## src/rtl/cv_core_stream.sv

```systemverilog
`default_nettype none
// -----------------------------------------------------------------------------
// cv_core_stream : raster frame scanner applying a per-frame pixel operation
//                  (pass / threshold / invert / 1-2-1 horizontal blur).
// Revision       : 1.0  initial parametrised release
// -----------------------------------------------------------------------------
module cv_core_stream #(
  parameter int WIDTH      = 640,
  parameter int HEIGHT     = 480,
  parameter int H_MAX      = 800,
  parameter int V_MAX      = 525,
  parameter int IN_BITS    = 8,
  parameter int OUT_BITS   = 4,
  parameter int ADDR_BITS  = 19,
  parameter bit CONTINUOUS = 1'b0
) (
  input  logic                 clk24,
  input  logic                 rst_n,
  input  logic                 start,
  input  logic [1:0]           mode,
  input  logic [IN_BITS-1:0]   thresh,
  input  logic [IN_BITS-1:0]   din,
  output logic [ADDR_BITS-1:0] addr_mem0,
  output logic [ADDR_BITS-1:0] addr_mem1,
  output logic [OUT_BITS-1:0]  dout,
  output logic                 we,
  output logic                 busy,
  output logic                 core_end
);

  localparam int HW = $clog2(H_MAX);
  localparam int VW = $clog2(V_MAX + 1);
  localparam int SW = IN_BITS + 2;

  localparam logic [HW-1:0]        H_LAST    = HW'(H_MAX - 1);
  localparam logic [HW-1:0]        H_ACT     = HW'(WIDTH);
  localparam logic [HW-1:0]        C_LAST    = HW'(WIDTH - 1);
  localparam logic [VW-1:0]        V_LAST    = VW'(V_MAX - 1);
  localparam logic [VW-1:0]        V_ACT     = VW'(HEIGHT);
  localparam logic [ADDR_BITS-1:0] LINE_STEP = ADDR_BITS'(WIDTH);

  typedef enum logic [0:0] {
    S_IDLE = 1'b0,
    S_RUN  = 1'b1
  } state_e;

  state_e                 state_q;
  logic [HW-1:0]          hor_q;
  logic [VW-1:0]          ver_q;
  logic [ADDR_BITS-1:0]   base_q;
  logic [1:0]             mode_q;
  logic [IN_BITS-1:0]     thresh_q;

  logic                   active_d;
  logic                   last_d;

  // Pipeline: stage 0 tracks the address in flight, stage 1 holds p(c).
  logic                   v0_q, v1_q;
  logic [HW-1:0]          col0_q, col1_q;
  logic [ADDR_BITS-1:0]   a0_q, a1_q;
  logic [IN_BITS-1:0]     pc_q, pl_q;

  logic                   we_q;
  logic [OUT_BITS-1:0]    dout_q;
  logic [ADDR_BITS-1:0]   addr1_q;

  logic [IN_BITS-1:0]     left_d, right_d;
  logic [SW-1:0]          sum_d;
  logic [OUT_BITS-1:0]    res_d;

  assign active_d  = (state_q == S_RUN) && (hor_q < H_ACT) && (ver_q < V_ACT);
  assign last_d    = (state_q == S_RUN) && (hor_q == H_LAST) && (ver_q == V_LAST);
  assign addr_mem0 = active_d ? (base_q + ADDR_BITS'(hor_q)) : '0;

  assign busy      = (state_q == S_RUN);
  assign core_end  = last_d;
  assign we        = we_q;
  assign dout      = dout_q;
  assign addr_mem1 = addr1_q;

  always_ff @(posedge clk24 or negedge rst_n) begin
    if (!rst_n) begin
      state_q  <= S_IDLE;
      hor_q    <= '0;
      ver_q    <= '0;
      base_q   <= '0;
      mode_q   <= '0;
      thresh_q <= '0;
    end else begin
      case (state_q)
        S_IDLE: begin
          if (start) begin
            state_q  <= S_RUN;
            mode_q   <= mode;
            thresh_q <= thresh;
            hor_q    <= '0;
            ver_q    <= '0;
            base_q   <= '0;
          end
        end
        default: begin
          if (last_d) begin
            hor_q  <= '0;
            ver_q  <= '0;
            base_q <= '0;
            if (CONTINUOUS) begin
              mode_q   <= mode;
              thresh_q <= thresh;
            end else begin
              state_q  <= S_IDLE;
            end
          end else if (hor_q == H_LAST) begin
            hor_q  <= '0;
            ver_q  <= ver_q + VW'(1);
            base_q <= base_q + LINE_STEP;
          end else begin
            hor_q  <= hor_q + HW'(1);
          end
        end
      endcase
    end
  end

  // Blur neighbours: din already carries p(c+1); edges replicate the centre.
  always_comb begin
    left_d  = (col1_q == '0)     ? pc_q : pl_q;
    right_d = (col1_q == C_LAST) ? pc_q : din;
    sum_d   = {2'b00, left_d} + {1'b0, pc_q, 1'b0} + {2'b00, right_d} + SW'(2);
    res_d   = '0;
    case (mode_q)
      2'd0:    res_d = pc_q[IN_BITS-1 -: OUT_BITS];
      2'd1:    res_d = (pc_q >= thresh_q) ? {OUT_BITS{1'b1}} : '0;
      2'd2:    res_d = ~pc_q[IN_BITS-1 -: OUT_BITS];
      default: res_d = sum_d[SW-1 -: OUT_BITS];
    endcase
  end

  always_ff @(posedge clk24 or negedge rst_n) begin
    if (!rst_n) begin
      v0_q    <= 1'b0;
      v1_q    <= 1'b0;
      col0_q  <= '0;
      col1_q  <= '0;
      a0_q    <= '0;
      a1_q    <= '0;
      pc_q    <= '0;
      pl_q    <= '0;
      we_q    <= 1'b0;
      dout_q  <= '0;
      addr1_q <= '0;
    end else begin
      v0_q   <= active_d;
      col0_q <= hor_q;
      a0_q   <= addr_mem0;
      v1_q   <= v0_q;
      col1_q <= col0_q;
      a1_q   <= a0_q;
      pc_q   <= din;
      pl_q   <= pc_q;
      we_q   <= v1_q;
      if (v1_q) begin
        dout_q  <= res_d;
        addr1_q <= a1_q;
      end
    end
  end

endmodule
`default_nettype wire

```

## config.mk

```make
export PLATFORM = sky130hd
export DESIGN_NAME = cv_core_stream
export DESIGN_NICKNAME = d
export VERILOG_FILES = /design/src/rtl/cv_core_stream.sv
export SDC_FILE = /design/constraint.sdc
export NUM_CORES = 1
export LEC_CHECK = 0
export CAP_MARGIN = 20
export CORE_MARGIN = 2
export CORE_UTILIZATION = 44
export CTS_BUF_LIST = sky130_fd_sc_hd__clkbuf_8
export DETAILED_ROUTE_END_ITERATION = 10
export PLACE_DENSITY = 0.7
export SYNTH_ARGS = -nofsm -noshare
export SYNTH_HDL_FRONTEND = slang
export SYNTH_SLANG_ARGS = --single-unit
```

## constraint.sdc

```tcl
create_clock -name clk24 -period 9.95 [get_ports clk24]
set_input_delay 2.985 -clock clk24 [delete_from_list [all_inputs] [get_ports clk24]]
set_output_delay 2.985 -clock clk24 [all_outputs]
set_load 0.005 [all_outputs]
```

==> results of run 1 <==
[path summary, 6_finish.rpt]
| check | endpoint | slack (ns) | cells past startpoint |
|---|---|---|---|
| max | addr_mem0[18] | 3.87 | 8 |
| min | a1_q[3] | 0.34 | 0 |
| max reg2reg | dout[0] | 6.47 | 13 |
| min reg2reg | a1_q[3] | 0.34 | 0 |
| max in group asynchronous | a1_q[15] | 6.09 | 2 |
| min in group asynchronous | thresh_q[4] | 2.54 | 1 |
[area by class of cell]
| type | instances | area share, % |
|---|---|---|
| Sequential cell | 143 | 48.91 |
| Multi-Input combinational cell | 338 | 31.62 |
| Timing Repair Buffer | 68 | 9.492 |
| Clock buffer | 19 | 3.574 |
| Tap cell | 180 | 3.079 |
| Inverter | 34 | 1.744 |
| Clock inverter | 13 | 1.573 |
[cell families (layout without fill, tap and decap cells)]
family	Yosys count	in the layout
xor gates and xnor gates	19	19
and+or+nand+nor	155	155
buffers and inverters	54	134
muxes	30	30
adders and majority gates	30	30
AOI/OAI and AO/OA	104	104
DFF	143	143
[layer usage]
metal | share of wire [%] | vias to the layer above | global-route usage, % | wire length [um]
met4 | 1.8 | 0 | 7.399 | 215
li1 | - | 1984 | - | -
met5 | 0 | - | 0 | 0
met3 | 4.1 | 20 | 4.822 | 482
met1 | 45 | 2027 | 21.78 | 5301
met2 | 49 | 82 | 27.62 | 5826
[flip-flops by register name, summed over array words and instances, names as in the netlist]
name / flops
a0_q: 19
a1_q: 19
addr_mem1: 19
base_q: 12
busy: 1
col0_q: 10
col1_q: 10
dout: 4
hor_q: 10
mode_q: 2
pc_q: 8
pl_q: 8
thresh_q: 8
v0_q: 1
v1_q: 1
ver_q: 10
we: 1
[metrics by stage]
stage / area (um2) / std cells / utilization (%)
2_1_floorplan: 6121 / 535 / -
3_3_place_gp: 6912 / 762 / 50.38
3_5_place_dp: 6912 / 762 / 50.38
4_1_cts: 7288 / 794 / 53.12
5_1_grt: 7316 / 795 / 53.32
6_report: 7316 / 795 / 53.32
[worst register-to-register path, stage by stage, from the launching register on]
cell       delay [ns]
dfrtp_1          0.38
nor4_1           0.31
nand3_1          0.47
nor2_1           0.22
a21oi_1          0.08
fa_1             0.53
inv_1            0.05
ha_1             0.29
nand2_1          0.05
a41o_1           0.21
o21a_1           0.18
o2bb2ai_1        0.14
and4b_1          0.17
or3_1            0.29
[power groups by stage]
| stage | clock network [mW] | logic (mW) | registers (mW) |
|---|---|---|---|
| global placement | 0 | 0.298 | 0.797 |
| finish | 0.432 | 0.312 | 0.789 |
| CTS | 0.442 | 0.311 | 0.793 |
| global route | 0.469 | 0.351 | 0.804 |
| floorplan | 0 | 0.169 | 0.773 |
| detailed placement | 0 | 0.308 | 0.805 |
[cells in the final DEF, fill, tap and decap left out, types with 4 or more instances in the layout]
cell type / instances
mux2_2: 24
and2_1: 9
clkdlybuf4s50_1: 64
a21o_1: 5
clkinv_2: 4
mux2i_1: 6
clkinvlp_4: 4
xnor2_1: 8
xor2_1: 11
dfrtp_1: 143
nand2_1: 45
o31ai_1: 8
nor2b_1: 5
o21ai_0: 41
clkbuf_8: 19
a21oi_1: 18
ha_1: 24
a31oi_1: 7
inv_1: 33
nor2_1: 36
nand3_1: 18
o22ai_1: 5
fa_1: 6
nand4_1: 6
o21a_1: 4
nor3_1: 11
and3_1: 7
==> metrics.txt, run 1 <==
setup_tns 0 ns; max_cap viols 0; count of state elements after synthesis roughly 140; post-synthesis simple-gate area fraction between 10% and 20%; Setup WS post-layout a little under 4 ns; Clock Skews 0.008900 ns; Place WS around 4.4 ns; Multi-input gate area approximately 2300 um2; Pwr per Cell Area approximately 210 nW/um2; Synth Net Count slightly below 600; Slew Viols, Final 0; reg2reg start col1_q[0]; layout cells sized above 1 between 10% and 20%; clk_lat worst skew 0.44 ns; adder-cell share of the synthesized area under 10%; buffers and inverters on the worst path 1; CTS tree done; post-synthesis mux area share under 10%; Cells after Synth 535; routed wire length ~12000 um; worst path cell trace ha_1 > a21o_1 > a21oi_1 > nor3_1 > nand3_1 > xor2_1 > nor2_1 > clkdlybuf4s50_1; Worst VDD drop about 99 uV; max frequency between 150 and 200 MHz; CTS resizes 0; Final nets between 600 and 700; critical path endpoint category primary output; Clock Path Buffers 2; Max stage delay on crit path about 0.54 ns; FF+latch area roughly 3600 um2; Fill cells between 1000 and 1500; hold slack about 0.34 ns; clock sinks ~140; clk slew on worst S/H paths 0.08 ns; post-synth top area cell dfrtp_1; CP arrival a little over 3 ns; Crit Path Max Fanout 9; period utilization around three fifths; static leakage roughly 3.3 nW; antenna-violating nets left 0; I/O Pins 66; Die W approximately 120 um; Synth cell types 52; Synth top cells by count dfrtp_1, nand2_1, o21ai_0, nor2_1, inv_1; Final setup viols 0; vias per cell between 5 and 6; initial antenna violation count 0; largest family of logic cells by synthesized area simple AND/OR/NAND/NOR gates; CP top delay family simple AND/OR/NAND/NOR gates; data required time of the worst path approximately 7.0 ns; register area share after synthesis around three fifths; WL/cell approximately 15 um; worst slew pin tran ~1.1 ns; clk root buf clkbuf_8; logic gate share of total power about 20%; DRC violations left 0; Synth top area share between 50 and 60%; Slew Limit Headroom around a quarter; Synth Area in XOR/XNOR 2.719%; vias in the first global route around 4100; largest net degree at the start of global routing between 70 and 80; first-pass GRT wire length just under 20000 um; Core Area 13720 um2; Hold Violations, Final 0; status finished clean; row cnt 43; Post-Syn Area per Cell 11.44 um2; Post-synth EDFFs 0; Min-Delay Path Class flip-flop to flip-flop; initial core utilization between 40% and 50%; switching fraction of total power between 20% and 30%; die area around 15000 um2; mapped cell area 6121 um2; P&R area growth vs syn 19.52%; total global routing overflow 0; drt pass-1 iters 4; internal cell power between 1 and 1.5 mW; P_sw between 400 and 500 uW; ANT cells 0; fin crit period 6.077 ns; critical path launch point type flip-flop; hold_buf cts 0; kind of critical path flip-flop to primary output; TritonCTS Buffers 17; Yosys warning total 0; Final HPWL DP between 8000 and 9000 um; Port Buffers 65; H-Tree Depth 4; routability cong. 0.8302; FFs w/ async S/R, synth 100.0%; Final Power 1.534 mW; ranking of synthesized cells by area dfrtp_1, ha_1, mux2_2; Post-CTS Setup Bufs 0; die height between 100 and 150 um; Synth Area in Compound Gates 10.36%; Critical Path Start hor_q[8]; Flop pwr share about half; Slowest-stage cell, CP nor3_1; Overall Global Routing Usage between 10% and 20%; Hold Path Origin a0_q[3]; drt initial violations 281; clock power share 28.2%; Primary FF master, synth dfrtp_1; routed via count 4113; RSZ-0062 raised after global routing false; count leader, synth dfrtp_1
Power figures use the tool's default switching activity.
==> inputs of run 2 (changes only) <==
--- a/config.mk
+++ b/config.mk
@@ -10,7 +10,7 @@
 export CORE_UTILIZATION = 44
 export CTS_BUF_LIST = sky130_fd_sc_hd__clkbuf_8
 export DETAILED_ROUTE_END_ITERATION = 10
-export PLACE_DENSITY = 0.7
+export PLACE_DENSITY = 0.72
 export SYNTH_ARGS = -nofsm -noshare
 export SYNTH_HDL_FRONTEND = slang
 export SYNTH_SLANG_ARGS = --single-unit
==> constraint.sdc (replaced) <==
create_clock -name clk24 -period 5.5 [get_ports clk24]
set_input_delay 1.65 -clock clk24 [delete_from_list [all_inputs] [get_ports clk24]]
set_output_delay 1.65 -clock clk24 [all_outputs]
set_load 0.005 [all_outputs]
==> run 2 against run 1 <==
  * Sequential share of layout area decreased by 0.49 points
  * Final cell count increased by 0.13%
  * Global-route usage increased by 0.63 points
  * Core utilization increased by 0.54 points
  * Flip-flop and latch count unchanged
  * Clock power increased by 110%
  * Sequential power increased by 81%
  * Combinational power increased by 81%
  * Via count increased by 0.83%
  * Critical endpoint unchanged
  * Largest power group unchanged
==> metrics.txt, run 2 (same netlist as run 1, synthesis figures left out) <==
vias in the first global route 4307 (was 4135); clk_lat worst skew 0.45 ns (was 0.44 ns); Worst VDD drop 184.1 uV (was 99.23 uV); Critical Path End addr_mem0[18] (unchanged); critical path launch point type flip-flop (unchanged); initial antenna violation count 0 (unchanged); Max stage delay on crit path 0.53 ns (was 0.54 ns); clock sinks 143 (unchanged); buffers and inverters on the worst path 1 (unchanged); Pwr per Cell Area 393.3 nW/um2 (was 209.6 nW/um2); Crit Path Max Fanout 9 (unchanged); RSZ-0062 raised after global routing false (unchanged); setup_tns 0 ns (unchanged); clock power share 31.2% (was 28.2%); switching fraction of total power 28.01% (was 28.92%); CP arrival 3.09 ns (about the same); die area 14870 um2 (unchanged); P&R area growth vs syn 20.73% (was 19.52%); die height 121.9 um (unchanged); Min-Delay Path Class flip-flop to flip-flop (unchanged); Post-DP Area 6912 um2 (unchanged); CTS tree done (unchanged); period utilization a little under nine tenths; dpl cells 762 (unchanged); Final nets 654 (was 653); ANT cells 0 (unchanged); Worst path depth 8 (unchanged); Overall Global Routing Usage 17.79% (was 17.16%); max_cap viols 0 (unchanged); final std cells w/o fill 796 (was 795); fin crit period ~4.7 ns; commonest cells after routing, fill and taps aside dfrtp_1, clkdlybuf4s50_1, nand2_1 (unchanged); total global routing overflow 0 (unchanged); Critical Path Start hor_q[8] (unchanged); Hold Violations, Final 0 (unchanged); H-Tree Depth 4 (unchanged); Slowest-stage cell, CP clkdlybuf4s50_1 (was nor3_1); vias per cell 5.210 (was 5.174); Slew Viols, Final 0 (unchanged); Flop pwr share 49.3% (was 51.5%); routed wire length 11770 um (was 11830 um); P_sw 814.2 uW (was 443.5 uW); hold_buf cts 0 (unchanged); initial core utilization 44.61% (unchanged); Core Area 13720 um2 (unchanged); TritonCTS Buffers 17 (unchanged); WL/cell 14.78 um (was 14.87 um); data required time of the worst path 3.85 ns (was 6.97 ns); max frequency approximately 210 MHz; kind of critical path flip-flop to primary output (unchanged); row cnt 43 (unchanged); routed via count 4147 (was 4113); reg-to-reg slack, setup 2.02 ns (was 6.47 ns); FF-to-FF path depth 13 (unchanged); post-route cell area 7390 um2 (was 7316 um2); static leakage 3.330 nW (was 3.296 nW); Port Buffers 65 (unchanged); layout cells sized above 1 10.71% (was 10.57%); worst path cell trace ha_1 > a21o_1 > a21oi_1 > nor3_1 > nand3_1 > xor2_1 > nor2_1 > clkdlybuf4s50_1 (unchanged); clk root buf clkbuf_8 (unchanged); critical path endpoint category primary output (unchanged); antenna-violating nets left 0 (unchanged); worst slew pin tran 0.9875 ns (was 1.138 ns); RR Endpoint dout[0] (unchanged); Final setup viols 0 (unchanged); hold slack 0.3406 ns (was 0.3445 ns); drt initial violations 388 (was 281); Slew Limit Headroom 34.17% (was 23.64%); most common cell after layout, fill and taps aside dfrtp_1 (unchanged); status finished clean (unchanged); internal cell power 2.092 mW (was 1.090 mW); Clock Path Buffers 2 (unchanged); I/O Pins 66 (unchanged); reg2reg start col1_q[9] (was col1_q[0]); routability cong. 0.8322 (was 0.8302); DRC violations left 0 (unchanged); drt pass-1 iters 4 (unchanged); largest net degree at the start of global routing 114 (was 75); CTS resizes 0 (unchanged); CP top delay family simple AND/OR/NAND/NOR gates (unchanged); Post-CTS Setup Bufs 0 (unchanged); first-pass GRT wire length 20490 um (was 19670 um); Clock Skews 0.01381 ns (was 0.008900 ns); Final HPWL DP 8118 um (was 8256 um); logic gate share of total power 19.4% (was 20.4%); Die W 121.9 um (unchanged); Fill cells 1150 (was 1169); clk slew on worst S/H paths 0.08 ns (about the same); Final Power 2.906 mW (was 1.534 mW)
[run 2: worst reg2reg max path: stages (launching register included)]
cell and delay (ns):
dfrtp_1 0.38, nor4_1 0.27, nand3_1 0.47, nor2_1 0.24, a21oi_1 0.08, fa_1 0.54, inv_1 0.04, ha_1 0.29
nand2_1 0.06, a41o_1 0.22, o21a_1 0.19, o2bb2ai_1 0.14, and4b_1 0.17, or3_1 0.29
[run 2: cell type report]
cell class | instances | area [um2] | share of cell area [%]
Tap cell | 180 | 225.2 | 3.048
Clock inverter | 15 | 209.0 | 2.828
Timing Repair Buffer | 69 | 701.9 | 9.499
Multi-Input combinational cell | 338 | 2313 | 31.31
Clock buffer | 17 | 234.0 | 3.166
Inverter | 34 | 127.6 | 1.727
Sequential cell | 143 | 3578 | 48.43
[run 2: layer usage]
| metal | vias to the layer above | global-route usage (%) | routed length [um] |
|---|---|---|---|
| li1 | 1988 | - | - |
| met1 | 2048 | 22.66 | 5082 |
| met2 | 97 | 28.77 | 6046 |
| met3 | 14 | 5.478 | 486 |
| met4 | 0 | 6.466 | 153 |
| met5 | - | 0 | 0 |
[run 2: stage by stage]
stage               utilization, %  setup slack (ns)
finish                       53.86            0.7633
global route                 53.86            0.4993
CTS                          53.61            0.7327
detailed placement           50.38             1.243
global placement             50.38             1.282
floorplan                        -             1.873
[run 2: worst min path at each step]
| stage | from | to | slack [ns] | cells past startpoint |
|---|---|---|---|---|
| after floorplan | a0_q[0] | a1_q[0] | 0.33 | 0 |
| after detailed placement | a0_q[13] | a1_q[13] | 0.33 | 0 |
| final | v0_q | v1_q | 0.34 | 0 |
| after global placement | a0_q[0] | a1_q[0] | 0.33 | 0 |
| after global routing | a0_q[1] | a1_q[1] | 0.35 | 0 |
| after CTS | a0_q[5] | a1_q[5] | 0.34 | 0 |
[run 2: power by group through the flow]
stage	clock network (mW)	registers, mW	logic (mW)
after floorplan	0	1.40	0.305
after detailed placement	0	1.46	0.556
final	0.908	1.43	0.565
after global routing	0.993	1.47	0.639
after CTS	0.933	1.44	0.562
after global placement	0	1.44	0.537
==> inputs of run 3 (changes only) <==
--- a/config.mk
+++ b/config.mk
@@ -11,6 +11,7 @@
 export CTS_BUF_LIST = sky130_fd_sc_hd__clkbuf_8
 export DETAILED_ROUTE_END_ITERATION = 10
 export PLACE_DENSITY = 0.72
+export SKIP_CTS_REPAIR_TIMING = 1
 export SYNTH_ARGS = -nofsm -noshare
 export SYNTH_HDL_FRONTEND = slang
 export SYNTH_SLANG_ARGS = --single-unit
==> results of run 3 <==
Final layout, timing and power as in run 2 (identical DEF).
